File: config.mk
export PLATFORM = sky130hd
export DESIGN_NAME = hdbn_sub_encoder
export DESIGN_NICKNAME = d
export VERILOG_FILES = /design/src/rtl/hdbn_sub_encoder.sv
export SDC_FILE = /design/constraint.sdc
export NUM_CORES = 1
export LEC_CHECK = 0
export CORE_AREA = 2 2 57 59
export DETAILED_ROUTE_END_ITERATION = 8
export DIE_AREA = 0 0 59 61
export PLACE_DENSITY = 0.78
export RECOVER_POWER = 50
export SLEW_MARGIN = 5
export SYNTH_ARGS = -nofsm -noshare
export SYNTH_HDL_FRONTEND = slang
export SYNTH_SLANG_ARGS = --single-unit
File: constraint.sdc
create_clock -name clk -period 2.47 [get_ports clk]
set_clock_uncertainty 0.15 [all_clocks]
set_input_delay 0.494 -clock clk [delete_from_list [all_inputs] [get_ports clk]]
set_output_delay 0.494 -clock clk [all_outputs]
set_load 0.02 [all_outputs]
File: src/rtl/hdbn_sub_encoder.sv
// HDBn substitution encoder: turns a beat-qualified bitstream into B/V/mark/zero
// symbols with line polarity, holding N+1 symbols so a B can be planted retroactively.
module hdbn_sub_encoder #(
  parameter int N     = 3,
  parameter int CNT_W = 16
) (
  input  logic             clk,
  input  logic             rst,
  input  logic             in_vld,
  input  logic             in_bit,
  input  logic             mode_ami,
  output logic             out_vld,
  output logic [1:0]       out_sym,
  output logic             out_pol,
  output logic [CNT_W-1:0] sub_cnt
);

  localparam int ZW = $clog2(N + 1);

  localparam logic [1:0] SYM_ZERO = 2'b00;
  localparam logic [1:0] SYM_MARK = 2'b01;
  localparam logic [1:0] SYM_B    = 2'b10;
  localparam logic [1:0] SYM_V    = 2'b11;

  localparam logic [ZW-1:0]    ZRUN_MAX = ZW'(N);
  localparam logic [CNT_W-1:0] CNT_MAX  = '1;

  logic [1:0]    slot [0:N];
  logic [ZW-1:0] zrun;
  logic          parity;
  logic          last_pol;

  logic          zrun_full;
  logic          sub_fire;
  logic [1:0]    new_sym;
  logic [ZW-1:0] zrun_nxt;
  logic          leave_pol;
  logic          last_pol_nxt;

  // A run of N+1 real zeros fires a substitution unless AMI bypass is selected.
  always_comb begin
    zrun_full = (zrun == ZRUN_MAX);
    sub_fire  = in_vld & ~in_bit & ~mode_ami & zrun_full;
    new_sym   = sub_fire ? SYM_V : {1'b0, in_bit};
    zrun_nxt  = (in_bit | zrun_full) ? '0 : zrun + ZW'(1);
  end

  always_comb begin
    leave_pol    = 1'b0;
    last_pol_nxt = last_pol;
    case (slot[N])
      SYM_MARK, SYM_B: begin
        leave_pol    = ~last_pol;
        last_pol_nxt = ~last_pol;
      end
      SYM_V: begin
        leave_pol    = last_pol;
      end
      default: begin
        leave_pol    = 1'b0;
      end
    endcase
  end

  // Delay line; on an even-parity substitution the oldest run zero becomes B.
  always_ff @(posedge clk or posedge rst) begin
    if (rst) begin
      for (int i = 0; i <= N; i++) begin
        slot[i] <= SYM_ZERO;
      end
    end else if (in_vld) begin
      for (int i = N; i > 0; i--) begin
        slot[i] <= slot[i-1];
      end
      slot[0] <= new_sym;
      if (sub_fire && !parity) begin
        slot[N] <= SYM_B;
      end
    end
  end

  always_ff @(posedge clk or posedge rst) begin
    if (rst) begin
      zrun     <= '0;
      parity   <= 1'b0;
      last_pol <= 1'b1;
      out_vld  <= 1'b0;
      out_sym  <= SYM_ZERO;
      out_pol  <= 1'b0;
    end else begin
      out_vld <= in_vld;
      if (in_vld) begin
        out_sym  <= slot[N];
        out_pol  <= leave_pol;
        last_pol <= last_pol_nxt;
        zrun     <= zrun_nxt;
        if (sub_fire) begin
          parity <= 1'b0;
        end else if (in_bit) begin
          parity <= ~parity;
        end
      end
    end
  end

  always_ff @(posedge clk or posedge rst) begin
    if (rst) begin
      sub_cnt <= '0;
    end else if (sub_fire && (sub_cnt != CNT_MAX)) begin
      sub_cnt <= sub_cnt + CNT_W'(1);
    end
  end

endmodule

==> results of run 1 <==
[worst max-delay path, cell delays in order]
cell	delay (ns)
clkdlybuf4s50_1	0.47
clkbuf_1	0.65
and4bb_2	0.38
nand3_1	0.09
nor2_1	0.10
nor2_1	0.05
[cells in the final DEF, fill, tap and decap left out, types with 3 or more instances in the layout]
master	synthesis	layout
dfrtp_1	31	31
clkdlybuf4s50_1	0	23
nor2_1	10	10
nand2_1	9	9
mux2_2	7	7
nand4_1	7	7
xnor2_1	7	7
inv_1	6	6
a21oi_1	5	5
nand3_1	5	5
clkbuf_4	0	5
and3_1	4	4
mux2i_1	3	3
and4_1	3	3
nor3_1	3	3
xor2_1	3	3
ha_1	3	3
clkbuf_1	1	3
buf_4	1	3
[power breakdown]
part / internal, uW / total (uW) / switching (uW) / leakage [uW]
Combinational: 104 / 194 / 90.4 / 0.000390
Clock: 111 / 279 / 168 / 0.0000293
Sequential: 589 / 638 / 48.1 / 0.000412
[final cells by class]
| class | count | area share |
|---|---|---|
| inverter | 6 | 0.01224 |
| tap | 33 | 0.02243 |
| clock inverter | 1 | 0.002719 |
| timing repair buffer | 29 | 0.1475 |
| multi-input combinational | 89 | 0.3549 |
| clock buffer | 7 | 0.02447 |
| sequential | 32 | 0.4358 |
[final timing paths]
| check | start | slack [ns] | to | cells past startpoint |
|---|---|---|---|---|
| worst max register to register | zrun[0] | 0.50 | sub_cnt[14] | 5 |
| min in group asynchronous | rst | 0.67 | slot[7] | 3 |
| max in group asynchronous | rst | 1.01 | sub_cnt[15] | 3 |
| worst max-delay path | in_vld | 0.33 | sub_cnt[2] | 6 |
| worst min-delay path | sub_cnt[11] | 0.35 | sub_cnt[11] | 1 |
| worst min register to register | sub_cnt[11] | 0.35 | sub_cnt[11] | 1 |
[state kept, by name (all words and copies together) (netlist names)]
signal / cells
sub_cnt: 16
slot: 8
out_sym: 2
zrun: 2
last_pol: 1
out_pol: 1
out_vld: 1
parity: 1
[per-layer routing]
metal  vias up  share of wire  track usage
met3         5          0.057      0.05970
met5         -              0            0
li1        534              -            -
met4         0          0.015      0.07468
met2        25           0.50       0.2952
met1       542           0.43       0.2290
[logic make-up after synthesis]
family,share of synthesized area
simple gates,0.2037
flops,0.5328
mux,0.09975
compound gates,0.04738
xor+xnor,0.05819
buf+inv,0.03324
fa+ha+maj,0.02494
[per-stage QoR]
step	setup WS (ns)	hold WS (ns)	std cells	area, um2	util
5_1_grt	0.1518	0.3857	197	1841	0.6233
6_report	0.3273	0.3468	197	1841	0.6233
2_1_floorplan	0.6512	0.3140	131	1505	-
3_5_place_dp	0.1256	0.3464	189	1797	0.6085
4_1_cts	0.3602	0.3597	197	1847	0.6254
3_3_place_gp	0.1612	0.3346	189	1797	0.6085
==> metrics, run 1 <==
nature of the critical path startpoint input port; gp weighted congestion 0.7637; Post-CTS Hold Fix Bufs 0; RSZ-0062 raised after global routing no; # H-tree levels 2; Die Ht 61 um; ys flop type dfrtp_1; status complete, no violations; std cell rows 20; first-pass GRT wire length 4788 um; initial drt markers 22; largest net degree at the start of global routing 33; Core Region 0.002953 mm2; Synth Cell Area 0.001505 mm2; number of diodes 0; PwrDens 603.3 mW/mm2; Resize count post-CTS 0; Post-DRT Antenna Nets 0; final WL 2763 um; Area growth, synth to finish 22.28%; detailed placement HPWL 2025 um; post-DR vias/cell 5.614; initial antenna violation count 0; Peak Freq 0.4667 GHz; GRT overflow 0; # clock sinks 32; DRC viols 0; Initial DRT Pass Iterations 4; fin. max-slew vios 0; synthesized area per cell 11.49 um2; Seq cells post-synth 32; register area 802.0 um2; TritonCTS clock tree done; initial core utilization 0.5097; vias in the first global route 1100; Synth area leader dfrtp_1; top-area cell type share of the netlist area 0.5154; # Post-CTS Setup Buffers 0; TNS Setup 0 ns; multi-input logic area 653.1 um2; Lkg Pwr 0.0008310 uW; CTS Buf Count 5; layout cells sized above 1 0.1585; clk_lat worst skew 0.33 ns; EDFF count, synth 0; Worst EP required 2.56 ns; endpoints failing setup 0; CTS max path bufs 2; post-layout min period 2.143 ns; Die ar. 0.003599 mm2; total power 1110 uW; Via Count 1106; most instantiated library cell after synthesis dfrtp_1; Clk pin slew, worst setup/hold paths 0.10 ns; Nets 171; Hold Vio Cnt, Final 0; Fillers 250; cell count after synthesis 131; Post-synth ARST share 1.000; CP max FO 21; Die W 59 um; CP Data Arrival Time 2.23 ns; warnings from Yosys 0; Synth top cells by count 31 x dfrtp_1, 10 x nor2_1, 9 x nand2_1; # IOs 25; post-synth cell types 36; Max Cap Violations 0; Post-Syn Nets 139; root buffer cell clkbuf_4; Worst Max-Slew Pin Slew 0.8497 ns; drt wl/cell 14.03 um; worst hold path class flip-flop to flip-flop; Overall Global Routing Usage 0.1830; Worst slew margin 0.4335; PortBufs 24; post-synthesis sequential area ratio 0.5328; final period utilization 0.8675; WS Path Type input port to flip-flop; worst vdd ir 386.7 uV; Synth area leaders dfrtp_1 52%, mux2_2 5.2%, xnor2_1 4.1%; crit path capture type flip-flop
Note: power is estimated with default switching activity, not from simulation.
==> inputs of run 2 (changes only) <==
Settings changed: CORE_AREA 2 2 57 59 to 2 2 58 60, DIE_AREA 0 0 59 61 to 0 0 60 62, PLACE_DENSITY 0.78 to 0.75.
==> run 2 against run 1 <==
Net effect:
- sequential cell count stayed put
- critical path depth did not move
- largest cell class unchanged
- hold slack improved by 0.0045 ns
- critical endpoint unchanged
- sequential share of layout area decreased by 0.64 points
- clock power grew 13%
- die area grew 3.4%
- sequential power barely moved
==> metrics, run 2 (synthesized netlist as in run 1, its figures left out) <==
share of total power in the clock network 0.275 (was 0.251); final instance area 0.001868 mm2 (was 0.001841 mm2); std cell rows 21 (was 20); Reg2Reg Depth 5 (unchanged); # clock sinks 32 (unchanged); Reg2Reg Setup Slack 0.47 ns (was 0.50 ns); switch share 0.2784 (was 0.2762); Area growth, synth to finish 24.11% (was 22.28%); Peak Freq 0.4667 GHz (about the same); largest net degree at the start of global routing 33 (unchanged); Flop pwr share 0.555 (was 0.574); Clk pin slew, worst setup/hold paths 0.11 ns (was 0.10 ns); Hold Vio Cnt, Final 0 (unchanged); final period utilization 0.8676 (was 0.8675); first-pass GRT wire length 4719 um (was 4788 um); total power 1148 uW (was 1110 uW); CP max FO 21 (unchanged); CP Data Arrival Time 2.22 ns (was 2.23 ns); commonest non-fill, non-tap cell in the layout dfrtp_1 (unchanged); Lkg Pwr 0.0008397 uW (was 0.0008310 uW); number of diodes 0 (unchanged); Via Count 1080 (was 1106); Worst Setup EP sub_cnt[2] (unchanged); TritonCTS clock tree done (unchanged); slowest stage delay, CP 0.64 ns (was 0.65 ns); most frequent cells in the layout 31 x dfrtp_1, 23 x clkdlybuf4s50_1, 10 x nor2_1 (unchanged); Comb power frac 0.170 (was 0.175); Initial DRT Pass Iterations 4 (unchanged); Die ar. 0.003720 mm2 (was 0.003599 mm2); worst hold path class flip-flop to flip-flop (unchanged); Place WS 0.06590 ns (was 0.1256 ns); Fillers 284 (was 250); Worst EP required 2.55 ns (was 2.56 ns); cell breakdown of the critical path clkdlybuf4s50_1 -> clkbuf_1 -> and4bb_2 -> nand3_1 -> nor2_1 -> nor2_1 (unchanged); crit path capture type flip-flop (unchanged); post-DR vias/cell 5.143 (was 5.614); Worst slew margin 0.4434 (was 0.4335); Top reg by flops sub_cnt (unchanged); initial antenna violation count 0 (unchanged); FF-to-FF Start zrun[0] (unchanged); # Post-CTS Setup Buffers 0 (unchanged); multi-input logic area 653.1 um2 (unchanged); TNS Setup 0 ns (unchanged); internal power 828.6 uW (was 803.7 uW); initial core utilization 0.4734 (was 0.5097); GRT overflow 0 (unchanged); Worst Max-Slew Pin Slew 0.8349 ns (was 0.8497 ns); detailed placement HPWL 2019 um (was 2025 um); nature of the critical path startpoint input port (unchanged); Die Ht 62 um (was 61 um); Nets 171 (unchanged); Post-DRT Antenna Nets 0 (unchanged); Resize count post-CTS 0 (unchanged); slowest CP cell clkbuf_1 (unchanged); Final Core Density 0.5876 (was 0.6233); PwrDens 614.7 mW/mm2 (was 603.3 mW/mm2); most used cell along the critical path nor2_1 (unchanged); Largest register FFs 16 (unchanged); root buffer cell clkbuf_4 (unchanged); worst vdd ir 374.3 uV (was 386.7 uV); Die W 60 um (was 59 um); RSZ-0062 raised after global routing no (unchanged); gp weighted congestion 0.7697 (was 0.7637); # H-tree levels 2 (unchanged); endpoints failing setup 0 (unchanged); Core Region 0.003179 mm2 (was 0.002953 mm2); Largest regs sub_cnt (16), slot (8) (unchanged); Crit. Startpoint in_vld (unchanged); clk_lat worst skew 0.34 ns (was 0.33 ns); final WL 2844 um (was 2763 um); DRC viols 0 (unchanged); register area 802.0 um2 (unchanged); Reg-to-Reg End sub_cnt[14] (unchanged); Post-DP Area 0.001813 mm2 (was 0.001797 mm2); post-layout min period 2.143 ns (about the same); Max Cap Violations 0 (unchanged); initial drt markers 58 (was 22); CTS max path bufs 2 (unchanged); drt wl/cell 13.54 um (was 14.03 um); CTS Buf Count 5 (unchanged); Post-CTS Hold Fix Bufs 0 (unchanged); switching pwr 319.6 uW (was 306.7 uW); HP Start sub_cnt[11] (unchanged); Overall Global Routing Usage 0.1751 (was 0.1830); WS Path Type input port to flip-flop (unchanged); # IOs 25 (unchanged); PortBufs 24 (unchanged); worst setup margin 0.3271 ns (was 0.3273 ns); layout cells sized above 1 0.1707 (was 0.1585); fin. max-slew vios 0 (unchanged); status complete, no violations (unchanged); vias in the first global route 1089 (was 1100)
[run 2: how the worst min path moves through the flow]
stage | cells after the start | slack (ns) | to
after CTS | 1 | 0.35 | last_pol
final | 1 | 0.35 | sub_cnt[11]
after floorplan | 2 | 0.31 | slot[6]
after global placement | 2 | 0.33 | slot[6]
after global routing | 1 | 0.36 | sub_cnt[11]
after detailed placement | 1 | 0.34 | last_pol
[run 2: layout make-up]
cell class | count | area share
clock buffers | 6 | 0.02746
clock inverters | 2 | 0.005358
inverters | 6 | 0.01206
multi-input cells | 89 | 0.3496
flip-flops and latches | 32 | 0.4293
well taps | 46 | 0.03081
repair buffers | 29 | 0.1453
[run 2: critical path, delay by kind of cell]
| kind | cells | cell delay [ns] |
|---|---|---|
| buf+inv | 2 | 1.12 |
| simple gates | 4 | 0.61 |
[run 2: power by group through the flow]
stage                     combinational, uW  clock (uW)  sequential (uW)
final                                   195         316              637
after global routing                    218         347              644
after CTS                               200         321              638
after detailed placement                199           0              647
after global placement                  191           0              642
after floorplan                        98.3           0              665
[run 2: through the flow]
step           hold slack, ns  instances
2_1_floorplan          0.3140        131
3_3_place_gp           0.3274        202
3_5_place_dp           0.3407        202
4_1_cts                0.3544        210
5_1_grt                0.3603        210
6_report               0.3513        210
[run 2: layer usage]
layer,share of wire,wire [um],up-vias,GRT usage
met1,0.45,1281,524,0.2124
met3,0.031,88,6,0.04555
met2,0.50,1413,18,0.2873
met5,0,0,-,0
li1,-,-,532,-
met4,0.021,61,0,0.09524
